==> src/rtl/fb_write_ctrl.sv <==
// ============================================================================
// Module      : fb_write_ctrl
// Description : Back-buffer write controller for a double-buffered 320x240,
//               3-bit RGB frame store. Clears the back buffer, accepts
//               rasterizer pixel writes, then requests a swap (DRAW_DONE) and
//               waits for the display side to confirm it (frame_switched).
// Ports       : Clk / Reset_N                  clock, async active-low reset
//               px_valid/px_ready/px_x/px_y/px_color/frame_end  rasterizer
//               px_drop, frame_start           status pulses
//               back_sel, DRAW_DONE, frame_switched  swap handshake
//               BUFFERn_WR/_WR_CLK/_DATA/_ADDR  buffer write ports
// Revision    : 1.0  initial release
// ============================================================================
`default_nettype none

module fb_write_ctrl #(
    parameter int         WIDTH       = 320,
    parameter int         HEIGHT      = 240,
    parameter int         ADDR_W      = 17,
    parameter logic [2:0] CLEAR_COLOR = 3'b000
) (
    input  logic              Clk,
    input  logic              Reset_N,
    input  logic              px_valid,
    output logic              px_ready,
    input  logic [8:0]        px_x,
    input  logic [7:0]        px_y,
    input  logic [2:0]        px_color,
    input  logic              frame_end,
    output logic              px_drop,
    output logic              frame_start,
    output logic              back_sel,
    output logic              DRAW_DONE,
    input  logic              frame_switched,
    output logic              BUFFER1_WR,
    output logic              BUFFER2_WR,
    output logic              BUFFER1_WR_CLK,
    output logic              BUFFER2_WR_CLK,
    output logic [2:0]        BUFFER1_DATA,
    output logic [2:0]        BUFFER2_DATA,
    output logic [ADDR_W-1:0] BUFFER1_ADDR,
    output logic [ADDR_W-1:0] BUFFER2_ADDR
);

    localparam logic [ADDR_W-1:0] C_LAST_ADDR = ADDR_W'(WIDTH * HEIGHT - 1);

    typedef enum logic [1:0] {
        S_CLEAR     = 2'd0,
        S_DRAW      = 2'd1,
        S_WAIT_SWAP = 2'd2
    } state_t;

    state_t              r_state;
    state_t              w_next_state;
    logic [ADDR_W-1:0]   r_clr_addr;
    logic                r_back_sel;
    logic                r_draw_done;
    logic                r_wr;
    logic [ADDR_W-1:0]   r_addr;
    logic [2:0]          r_data;
    logic                r_drop;
    logic                r_fs_meta;
    logic                r_fs_sync;
    logic                r_fs_prev;

    logic                w_clear_last;
    logic                w_in_range;
    logic [ADDR_W-1:0]   w_px_addr;
    logic                w_fs_rise;
    logic                w_swap;

    // y*320 + x as shift-add; the maximum (76799) fits in 17 bits.
    assign w_px_addr  = ADDR_W'({px_y, 8'b0}) + ADDR_W'({px_y, 6'b0}) + ADDR_W'(px_x);
    assign w_in_range = ({23'd0, px_x} < 32'(WIDTH)) && ({24'd0, px_y} < 32'(HEIGHT));

    // Only a synchronized 0->1 edge counts. Requiring DRAW_DONE to already be
    // high means an edge that started before the swap request was visible
    // (i.e. a level that was already high on entry) cannot complete the swap.
    assign w_fs_rise = r_fs_sync & ~r_fs_prev;
    assign w_swap    = (r_state == S_WAIT_SWAP) && r_draw_done && w_fs_rise;

    // ------------------------------------------------------------------
    // State register
    // ------------------------------------------------------------------
    always_ff @(posedge Clk or negedge Reset_N) begin
        if (!Reset_N) begin
            r_state <= S_CLEAR;
        end else begin
            r_state <= w_next_state;
        end
    end

    // ------------------------------------------------------------------
    // Next-state logic
    // ------------------------------------------------------------------
    always_comb begin
        w_next_state = r_state;
        w_clear_last = 1'b0;
        unique case (r_state)
            S_CLEAR: begin
                if (r_clr_addr == C_LAST_ADDR) begin
                    w_clear_last = 1'b1;
                    w_next_state = S_DRAW;
                end
            end
            S_DRAW: begin
                if (frame_end) begin
                    w_next_state = S_WAIT_SWAP;
                end
            end
            S_WAIT_SWAP: begin
                if (w_swap) begin
                    w_next_state = S_CLEAR;
                end
            end
            default: w_next_state = S_CLEAR;
        endcase
    end

    // ------------------------------------------------------------------
    // Datapath: clear counter, registered write port, swap handshake
    // ------------------------------------------------------------------
    always_ff @(posedge Clk or negedge Reset_N) begin
        if (!Reset_N) begin
            r_clr_addr  <= '0;
            r_back_sel  <= 1'b1;   // display starts on BUFFER1
            r_draw_done <= 1'b0;
            r_wr        <= 1'b0;
            r_addr      <= '0;
            r_data      <= 3'b000;
            r_drop      <= 1'b0;
            r_fs_meta   <= 1'b0;
            r_fs_sync   <= 1'b0;
            r_fs_prev   <= 1'b0;
        end else begin
            r_fs_meta <= frame_switched;
            r_fs_sync <= r_fs_meta;
            r_fs_prev <= r_fs_sync;

            r_wr   <= 1'b0;
            r_drop <= 1'b0;
            // Raised one cycle after entering WAIT_SWAP so the final pixel
            // strobe is already on the bus before the swap is requested.
            r_draw_done <= (r_state == S_WAIT_SWAP) && !w_swap;

            case (r_state)
                S_CLEAR: begin
                    r_wr   <= 1'b1;
                    r_addr <= r_clr_addr;
                    r_data <= CLEAR_COLOR;
                    if (!w_clear_last) begin
                        r_clr_addr <= r_clr_addr + 1'b1;
                    end
                end
                S_DRAW: begin
                    if (px_valid) begin
                        if (w_in_range) begin
                            r_wr   <= 1'b1;
                            r_addr <= w_px_addr;
                            r_data <= px_color;
                        end else begin
                            r_drop <= 1'b1;
                        end
                    end
                end
                S_WAIT_SWAP: begin
                    if (w_swap) begin
                        r_back_sel <= ~r_back_sel;
                        r_clr_addr <= '0;
                    end
                end
                default: ;
            endcase
        end
    end

    // ------------------------------------------------------------------
    // Outputs. back_sel never changes while a write is in flight, so it
    // can steer the shared write strobe directly.
    // ------------------------------------------------------------------
    assign px_ready       = (r_state == S_DRAW);
    assign frame_start    = w_clear_last;
    assign px_drop        = r_drop;
    assign back_sel       = r_back_sel;
    assign DRAW_DONE      = r_draw_done;

    assign BUFFER1_WR     = r_wr & ~r_back_sel;
    assign BUFFER2_WR     = r_wr &  r_back_sel;
    assign BUFFER1_WR_CLK = Clk;
    assign BUFFER2_WR_CLK = Clk;
    assign BUFFER1_DATA   = r_data;
    assign BUFFER2_DATA   = r_data;
    assign BUFFER1_ADDR   = r_addr;
    assign BUFFER2_ADDR   = r_addr;

endmodule

`default_nettype wire

==> config.mk <==
export PLATFORM = sky130hd
export DESIGN_NAME = fb_write_ctrl
export DESIGN_NICKNAME = d
export VERILOG_FILES = /design/src/rtl/fb_write_ctrl.sv
export SDC_FILE = /design/constraint.sdc
export NUM_CORES = 1
export LEC_CHECK = 0
export CAP_MARGIN = 20
export CORE_UTILIZATION = 50
export DETAILED_ROUTE_END_ITERATION = 8
export PLACE_DENSITY = 0.79
export SYNTH_ARGS = -nofsm -noshare
export SYNTH_HDL_FRONTEND = slang
export SYNTH_SLANG_ARGS = --single-unit
==> constraint.sdc <==
create_clock -name Clk -period 4.3 [get_ports Clk]
set_clock_uncertainty 0.05 [all_clocks]
set_input_delay 1.29 -clock Clk [delete_from_list [all_inputs] [get_ports Clk]]
set_output_delay 1.29 -clock Clk [all_outputs]
set_load 0.01 [all_outputs]
==> flow_summary.yaml, run 1 <==
synth:
  yosysTopAreaCellShare_pct: 40.38
  syn_area_mm2: 0.002789
  synth-edff-count: 0
  yosysTopAreaCell: "dfrtp_1"
  ys_ff_latch: 46
  postSynthCellCount: 297
  ys_warn_count: 0
  syn_nets: 340
  synthTopCellsByCount: "dfrtp_1 (45), nand2_1 (30), o21ai_0 (26), nor2_1 (23), buf_4 (22)"
  ys_top_cells_by_area: "dfrtp_1 (40%), ha_1 (7.2%), buf_4 (5.9%)"
  ys.flop_type: "dfrtp_1"
  synth_most_common_cell: "dfrtp_1"
  ys_seq_area_share_pct: 41.32
  syn_area_per_cell_um2: 9.390
  synth_cell_types: 50
  async_reset_ff_share_pct: 100.0
placement:
  dp_hpwl_um: 4543
  io_buffers: 73
  gp_congestion: 0.8953
worst_setup_path:
  timing.rr.end: "r_clr_addr[15]"
  cp_cell_sequence: "clkbuf_8, clkbuf_8, clkdlybuf4s50_1"
  critPathKind: "clk2out"
  crit_family: "buffers and inverters"
  path_depth: 3
  slowest_delay_ns: 0.46
  worst-r2r-cell-count: 5
  cp_max_fo: 2
  reg2reg_from: "r_state[0]"
  rrSetupSlack_ns: 2.22
  cp-start-kind: "clock port"
  critPathBufInv: 3
  crit_arrival_ns: 2.85
  startpoint: "Clk"
  slowest_stage: "clkdlybuf4s50_1"
  crit_end: "BUFFER2_WR_CLK"
  cp.required_ns: 2.96
  crit_path_end_kind: "output pin"
  critical_path.most_common_cell: "clkbuf_8"
floorplanning:
  initial_core_util_pct: 53.25
  core-area_mm2: 0.005238
  die_width_um: 76.69
  die-area_mm2: 0.005881
  ioPinCount: 74
  die_h_um: 76.69
  row_count: 26
run:
  drv_cap: 0
global_route:
  grt_pass1_wl_um: 10620
  grt_max_degree: 47
  grt_pass1_vias: 2335
  grt_busiest_layer: "met2"
  met2_usage_pct: 36.25
  grtUsageMet3_pct: 6.071
  grt-ovfl-total: 0
  use_met1_pct: 28.52
  antenna_found_initial: 0
  grt_use_total_pct: 23.15
sta:
  worst_hold_slack_ns: 0.3027
  worstMarginPinSlew_ns: 0.5270
  setup_viol: 0
  rsz0062_at_grt: "no"
  setup_tns_ns: 0
  finalHoldViolCount: 0
  maxSlewViolCount: 0
  relSlewSlack_pct: 64.70
routing:
  first_pass_iters: 4
  drc: 0
  wirelength_um: 6165
  vias_per_cell: 5.586
  wl_per_cell_um: 14.51
  ant_nets: 0
  vias: 2374
  drt_iter0_markers: 95
min_path:
  min_path_cells: 0
  hold_path_class: "reg2reg"
power:
  power_density_mw_per_mm2: 411.5
  vdd_drop_max_uv: 363.2
  leakage_uw: 0.001541
clocking:
  cts_tree: "done"
  cts_resized: 0
  cts_hold_buf: 0
  clk_latency_ns: 0.41
  post_cts_buffers: 0
  clk_pin_slew_ns: 0.08
final_layout:
  drive_above_1_share_pct: 7.042
  fin_nets: 397
  fill_cells: 413
  n_antenna_cell: 0
  synthToLayoutAreaGrowth_pct: 28.85
outcome:
  outcome: "completed"
how the worst min path moves through the flow:
stage	to	slack [ns]	from
after floorplan	r_fs_sync	0.28	r_fs_meta
after global placement	r_fs_sync	0.28	r_fs_meta
after detailed placement	r_fs_sync	0.28	r_fs_meta
after CTS	r_fs_sync	0.30	r_fs_meta
after global routing	r_fs_sync	0.31	r_fs_meta
final	r_fs_sync	0.30	r_fs_meta
worst register-to-register path: stages, from the launching register on:
cell and delay (ns):
dfrtp_1 0.49, or2_1 0.41, nor4_2 0.54, nand2_1 0.19, o211ai_1 0.19, o31ai_1 0.09
cells in the final DEF (no fill, tap or decap), types with 2 or more instances in the layout:
master	netlist	routed
o31ai_1	4	4
a211oi_1	2	2
o211ai_1	3	3
o22ai_1	3	3
a21o_1	4	4
dfrtp_1	45	45
xnor2_1	4	4
a31oi_1	4	3
ha_1	16	16
or3_1	2	2
inv_1	16	16
clkdlybuf4s50_1	0	72
a21oi_1	11	11
clkbuf_8	0	10
mux2i_1	14	14
and4bb_2	2	2
nand3_1	13	13
nor2_1	23	23
o21ai_0	26	26
nand2b_1	3	3
nor2b_1	3	3
or2_2	2	2
a41oi_1	2	2
nand2_1	30	30
nand4_1	4	4
a2bb2oi_1	2	2
o22a_1	2	2
or2_1	2	2
xor2_1	5	5
fa_1	2	2
cell families (layout without fill, tap and decap cells):
family / count (synthesis) / count (layout) / synth area share (%)
compound gates: 71 / 71 / 15.97
xor+xnor: 9 / 9 / 2.826
fa+ha+maj: 18 / 18 / 8.614
buf+inv: 46 / 104 / 9.735
flops: 46 / 46 / 41.32
mux: 14 / 14 / 5.025
simple gates: 93 / 93 / 16.51
sequential cells by signal (all words and copies together) (netlist names):
register      cells
BUFFER1_DATA      3
r_wr              1
px_drop           1
r_fs_sync         1
back_sel          1
r_state           2
BUFFER1_ADDR     17
r_clr_addr       17
r_fs_prev         1
DRAW_DONE         1
r_fs_meta         1
layout make-up:
cell class | instances | area, um2 | share of cell area, %
repair buffers | 74 | 752.0 | 20.93
inverters | 16 | 60.06 | 1.671
flip-flops and latches | 46 | 1152 | 32.07
multi-input cells | 205 | 1371 | 38.16
clock buffers | 12 | 157.7 | 4.387
clock inverters | 2 | 12.51 | 0.3482
well taps | 70 | 87.58 | 2.437
where the power goes:
group	leakage, uW	internal (uW)	total [uW]	switching [uW]
combinational	0.000853	261	467	206
clock	0.0000838	240	419	179
sequential	0.000604	510	593	83.2
layer usage:
layer | vias up | wire, um
met4 | 0 | 202
li1 | 1147 | -
met3 | 21 | 310
met2 | 88 | 2843
met5 | - | 0
met1 | 1118 | 2809
stage by stage:
stage | std cells | power, uW | worst slack (ns) | instance area (um2) | util [%]
finish | 425 | 1479 | 0.1125 | 3593 | 68.61
global route | 425 | 1571 | 0.09708 | 3593 | 68.61
CTS | 423 | 1486 | 0.1041 | 3555 | 67.87
detailed placement | 411 | 1112 | 0.3097 | 3405 | 65.00
global placement | 411 | 1092 | 0.3289 | 3405 | 65.00
floorplan | 297 | 899.9 | 0.6909 | 2789 | -
Note: power is estimated with default switching activity, not from simulation.
==> run 2: changes to the inputs <==
- GPL_ROUTABILITY_DRIVEN: default -> 0
==> flow_summary.yaml, run 2 (synthesis gave the netlist of run 1 again) <==
outcome:
  outcome: "completed"
routing:
  vias_per_cell: 5.529
  wirelength_um: 6298
  drc: 0
  drt_iter0_markers: 161
  ant_nets: 0
  vias: 2350
  wl_per_cell_um: 14.82
  first_pass_iters: 5
power:
  vdd_drop_max_uv: 338.0
  leakage_uw: 0.001530
  finalPower_uw: 1455
  power_density_mw_per_mm2: 407.4
worst_setup_path:
  slowest_stage: "clkdlybuf4s50_1"
  crit_path_end_kind: "output pin"
  reg2reg_from: "r_state[0]"
  worst-r2r-cell-count: 5
  crit_family: "buffers and inverters"
  critPathBufInv: 3
  crit_arrival_ns: 2.85
  rrSetupSlack_ns: 2.25
  timing.rr.end: "r_clr_addr[15]"
  cp.required_ns: 2.96
  critPathKind: "clk2out"
  slowest_delay_ns: 0.46
  critical_path.most_common_cell: "clkbuf_8"
  cp_max_fo: 2
  cp_cell_sequence: "clkbuf_8, clkbuf_8, clkdlybuf4s50_1"
  cp-start-kind: "clock port"
clocking:
  post_cts_buffers: 0
  cts_tree: "done"
  cts_hold_buf: 0
  clk_latency_ns: 0.41
  cts_resized: 0
  clk_pin_slew_ns: 0.08
sta:
  rsz0062_at_grt: "no"
  worstMarginPinSlew_ns: 0.5279
  maxSlewViolCount: 0
  setup_viol: 0
  setup_tns_ns: 0
  setup_slack_ns: 0.1138
  relSlewSlack_pct: 64.64
  finalHoldViolCount: 0
final_layout:
  final_area_mm2: 0.003571
  drive_above_1_share_pct: 6.197
  final_common_cell: "clkdlybuf4s50_1"
  synthToLayoutAreaGrowth_pct: 28.04
  fin_nets: 397
  n_antenna_cell: 0
  mostFrequentLayoutCells: "clkdlybuf4s50_1 (72), dfrtp_1 (45), nand2_1 (30)"
  finalNonFillerCells: 425
  fill_cells: 433
placement:
  place_area_mm2: 0.003405
  dp_hpwl_um: 4528
  place_ws_ns: 0.2895
  io_buffers: 73
  dp_cells: 411
global_route:
  grt_use_total_pct: 23.13
  grt_max_degree: 47
  grt_pass1_wl_um: 10540
  grt-ovfl-total: 0
  grt_pass1_vias: 2274
  antenna_found_initial: 0
floorplanning:
  die-area_mm2: 0.005881
  initial_core_util_pct: 53.25
  ioPinCount: 74
  die_width_um: 76.69
  die_h_um: 76.69
  row_count: 26
  core-area_mm2: 0.005238
run:
  drv_cap: 0
min_path:
  hold_end: "r_fs_sync"
  hold_path_class: "reg2reg"
  min_path_cells: 0
  min_from: "r_fs_meta"
[run 2: area by class of cell]
| type | instances | area (um2) | share of cell area [%] |
|---|---|---|---|
| Clock buffer | 14 | 155.1 | 4.345 |
| Inverter | 16 | 60.06 | 1.682 |
| Multi-Input combinational cell | 205 | 1371 | 38.40 |
| Sequential cell | 46 | 1152 | 32.27 |
| Tap cell | 70 | 87.58 | 2.453 |
| Timing Repair Buffer | 74 | 744.5 | 20.85 |
[run 2: power by group]
group	internal [uW]	total, uW	switching [uW]	leakage, uW
clock	226	399	172	0.0000761
sequential	510	589	79.0	0.000604
combinational	261	467	206	0.000849
total	997	1450	457	0.00153
[run 2: per-layer routing]
layer / vias up / track usage [%] / share of wire (%)
li1: 1146 / - / -
met1: 1096 / 30.03 / 45
met5: - / 0 / 0
met4: 0 / 11.35 / 1.8
met3: 12 / 6.548 / 6.1
met2: 96 / 35.36 / 47
[run 2: stage by stage]
step	hold WS [ns]	util (%)
final	0.3132	68.18
after global placement	0.2818	65.00
after floorplan	0.2812	-
after CTS	0.3109	67.58
after global routing	0.3304	68.18
after detailed placement	0.2926	65.00
[run 2: worst max path at each step]
stage / start / end / slack (ns) / cells past startpoint
CTS: Clk / BUFFER2_WR_CLK / 0.11 / 3
global placement: px_x[8] / BUFFER1_ADDR[15] / 0.33 / 10
finish: Clk / BUFFER2_WR_CLK / 0.11 / 3
global route: Clk / BUFFER1_WR_CLK / 0.10 / 3
detailed placement: px_x[8] / BUFFER1_ADDR[16] / 0.29 / 10
floorplan: Clk / BUFFER1_WR_CLK / 0.69 / 1
[run 2: worst reg2reg max path, delay by kind of cell, from the launching register on]
kind,cells,cell delay (ns)
compound gates,2,0.29
flops,1,0.49
simple gates,3,1.11
==> run 3: changes to the inputs <==
- CORE_UTILIZATION: 50 -> 49
- PLACE_DENSITY: 0.79 -> 0.78
- TNS_END_PERCENT: default -> 10
- clock period: 4.3 -> 3.9 ns (I/O delays scaled with it)
==> flow_summary.yaml, run 3 (synthesis gave the netlist of run 1 again) <==
outcome:
  outcome: "completed"
worst_setup_path:
  critical_path.most_common_cell: "clkbuf_8"
  timing.rr.end: "r_clr_addr[6]"
  cp_cell_sequence: "clkbuf_8, clkbuf_8, clkdlybuf4s50_1"
  crit_arrival_ns: 2.65
  path_depth: 3
  slowest_delay_ns: 0.47
  crit_path_end_kind: "output pin"
  crit_family: "buffers and inverters"
  cp-start-kind: "clock port"
  cp_max_fo: 2
  critPathKind: "clk2out"
  rrSetupSlack_ns: 1.89
  reg2reg_from: "r_clr_addr[0]"
  slowest_stage: "clkdlybuf4s50_1"
  critPathBufInv: 3
  cp.required_ns: 2.68
  worst-r2r-cell-count: 6
power:
  vdd_drop_max_uv: 388.2
  finalPower_uw: 1685
  power_density_mw_per_mm2: 468.3
  leakage_uw: 0.001547
floorplanning:
  core-area_mm2: 0.005507
  die_width_um: 77.45
  ioPinCount: 74
  row_count: 27
  initial_core_util_pct: 50.65
  die_h_um: 77.45
  die-area_mm2: 0.005998
final_layout:
  mostFrequentLayoutCells: "clkdlybuf4s50_1 (72), dfrtp_1 (45), nand2_1 (30)"
  final_common_cell: "clkdlybuf4s50_1"
  fin_nets: 397
  synthToLayoutAreaGrowth_pct: 29.03
  n_antenna_cell: 0
  final_core_util_pct: 65.35
  drive_above_1_share_pct: 7.042
global_route:
  grt_max_degree: 47
  grt_use_total_pct: 22.81
  antenna_found_initial: 0
  grt_pass1_vias: 2297
  grt_pass1_wl_um: 10510
  grt-ovfl-total: 0
clocking:
  cts_tree: "done"
  cts_hold_buf: 0
  cts_resized: 0
  clk_latency_ns: 0.41
  clk_pin_slew_ns: 0.08
  post_cts_buffers: 0
run:
  drv_cap: 0
placement:
  dp_hpwl_um: 4736
  io_buffers: 73
  place_ws_ns: 0.03767
routing:
  routed.top_layer: "met4"
  wl_per_cell_um: 14.91
  wirelength_um: 6367
  drc: 0
  wl_met2_um: 3052
  wl_met3_um: 350
  vias_per_cell: 5.578
  met1_length_um: 2832
  vias: 2382
  first_pass_iters: 4
  drt_iter0_markers: 137
  ant_nets: 0
min_path:
  min_from: "r_fs_meta"
  min_path_cells: 0
  hold_path_class: "reg2reg"
  hold_end: "r_fs_sync"
sta:
  setup_viol: 0
  maxSlewViolCount: 0
  rsz0062_at_grt: "no"
  setup_slack_ns: 0.03251
  setup_tns_ns: 0
  relSlewSlack_pct: 63.23
  worstMarginPinSlew_ns: 0.5490
  finalHoldViolCount: 0
==> run 3: cell count changes in the layout (fill, tap and decap cells not counted), sizes merged <==
cell    previous run  this run
bufinv             0         1
clkinv             0         2
clkbuf            12         9
==> run 3: per-layer routing <==
layer  vias to the layer above  track usage, %
li1                       1146               -
met1                      1124           28.74
met2                        97           36.81
met3                        15           5.059
met4                         0           11.32
met5                         -               0
==> run 3: worst max path at each step <==
stage | end | startpoint | slack (ns)
6_report | BUFFER2_WR_CLK | Clk | 0.03
5_1_grt | BUFFER1_WR_CLK | Clk | 0.02
4_1_cts | BUFFER2_WR_CLK | Clk | 0.02
3_5_place_dp | BUFFER1_ADDR[15] | px_x[8] | 0.04
3_3_place_gp | BUFFER1_ADDR[15] | px_x[8] | 0.04
2_1_floorplan | BUFFER1_WR_CLK | Clk | 0.61
==> run 3: metrics by stage <==
step / hold WS (ns) / std cells / cell area (um2)
after floorplan: 0.2812 / 297 / 2789
after global placement: 0.2816 / 414 / 3415
after detailed placement: 0.2862 / 414 / 3415
after CTS: 0.3055 / 426 / 3578
after global routing: 0.3194 / 427 / 3598
final: 0.3034 / 427 / 3598
==> run 3: area by class of cell <==
cell class	count	area (um2)
Fill cell	465	1908
Multi-Input combinational cell	205	1371
Sequential cell	46	1152
Timing Repair Buffer	74	740.7
Clock buffer	11	143.9
Tap cell	72	90.09
Inverter	16	60.06
Clock inverter	3	40.04
==> run 3: power by group <==
group	switching [uW]	total (uW)	internal, uW	leakage [uW]
logic	234	521	287	0.000849
clock network	200	511	311	0.0000945
registers	91.3	653	562	0.000604
==> patch, RTL diff (flow settings as in run 1) <==
Change the parameter `WIDTH` from 320 to 240.
--- a/src/rtl/fb_write_ctrl.sv
+++ b/src/rtl/fb_write_ctrl.sv
@@ -16,3 +16,3 @@
 module fb_write_ctrl #(
-    parameter int         WIDTH       = 320,
+    parameter int         WIDTH       = 240,
     parameter int         HEIGHT      = 240,
Behaviour: same outputs for any inputs over 10 cycles, from zero or initial values and one cycle with Reset_N low; that may be too few to reach the edited logic, so the function may still have changed.
==> patch against run 1 <==
- sequential cell count stayed put
- combinational power is 4.7% higher
- wire length is 8.0% higher
- power is 4.7% higher
- synthesized area is 1.7% higher
- non-clock buffer count stayed put
- setup slack better by 0.0014 ns
- cell area is 0.28% higher
- highest routed layer unchanged
==> patch: results <==
export IMPL_ys_flop_type="dfrtp_1"
export IMPL_vias=2480
export IMPL_synthTopCellsByArea="dfrtp_1 (40%), ha_1 (7.1%), buf_4 (6.6%), nand2_1 (5.3%), a31oi_1 (4.2%)"
export IMPL_synthArstFlopShare_pct=100
export IMPL_grt_pass1_wl_um=10900
export IMPL_ys_seq_area_share_pct=40.6
export IMPL_diodes=0
export IMPL_dpl_cell_area_um2=3420
export IMPL_sw_frac_of_total_pct=31.5
export IMPL_wl_per_cell_um=15.5
export IMPL_leakagePower_nw=1.58
export IMPL_insertion_delay_ns=0.41
export IMPL_antenna_found_initial=0
export IMPL_first_pass_iters=5
export IMPL_cpPeakStageDelay_ns=0.46
export IMPL_r2r_end="BUFFER1_ADDR[16]"
export IMPL_ir_worst_vdd_uv=340
export IMPL_whs_path_depth=0
export IMPL_ys_types=53
export IMPL_outcome="completed"
export IMPL_syn_nets=351
export IMPL_worst_endpoint_arrival_ns=2.85
export IMPL_cpMaxStageDelayCell="clkdlybuf4s50_1"
export IMPL_hpwl_um=4920
export IMPL_syn_inst=308
export IMPL_layout_drive_gt1_share_pct=7.24
export IMPL_yosysWarnings=0
export IMPL_crit_family="buffers and inverters"
export IMPL_grt_usage_pct=23.3
export IMPL_crit_path_start="Clk"
export IMPL_grt_pass1_vias=2259
export IMPL_placed_cells=418
export IMPL_final_cells=431
export IMPL_gp_congestion=0.894
export IMPL_critPathMaxFanout=2
export IMPL_cp_endpoint="BUFFER1_WR_CLK"
export IMPL_worstMarginPinSlew_ns=0.431
export IMPL_reg2reg_slack_ns=2.06
export IMPL_synth_commonest_cells="dfrtp_1 (45), nand2_1 (40), buf_4 (25)"
export IMPL_num_nets_final=401
export IMPL_worst_r2r_startpoint="r_state[1]"
export IMPL_grt_max_degree=47
export IMPL_drtIter0Drc=197
export IMPL_reg2reg_depth=5
patch: worst register-to-register path, stage by stage, from the launching register on:
cell and delay [ns]:
dfrtp_1 0.62, or2_1 0.40, o21a_1 0.38, clkinv_2 0.35
o22ai_1 0.24, a41oi_1 0.07
patch: logic make-up after synthesis:
family | count (synthesis) | synth area share, %
simple gates | 101 | 17.2
compound gates | 84 | 19.7
buf+inv | 47 | 10.1
flops | 46 | 40.6
fa+ha+maj | 18 | 8.47
xor+xnor | 7 | 2.16
mux | 5 | 1.76
patch: power by group through the flow:
stage                     Clock (mW)  Sequential (mW)  Combinational [mW]
final                          0.464            0.596               0.489
after global routing           0.495            0.610               0.529
after CTS                      0.475            0.595               0.489
after detailed placement      0.0473            0.603               0.487
after global placement        0.0473            0.597               0.476
after floorplan               0.0383            0.592               0.299
patch: stage by stage:
step                      utilization, %  setup slack (ns)  hold slack, ns
after floorplan                        -             0.691           0.281
after global placement              62.5             0.361           0.285
after detailed placement            62.5             0.334           0.303
after CTS                           65.5             0.104           0.324
after global routing                65.8            0.0999           0.343
final                               65.8             0.114           0.326
patch: layout make-up:
cell class / count / area, µm²
Sequential cell: 46 / 1150
Fill cell: 470 / 1870
Clock inverter: 2 / 37.5
Multi-Input combinational cell: 215 / 1400
Inverter: 10 / 38.8
Clock buffer: 12 / 148
Timing Repair Buffer: 74 / 741
Tap cell: 72 / 90.1
patch: layer usage:
layer / GRT usage, % / wire length [µm]
met1: 32.4 / 3010
met2: 36.2 / 3230
met3: 4.40 / 362
met4: 8.11 / 55
met5: 0 / 0
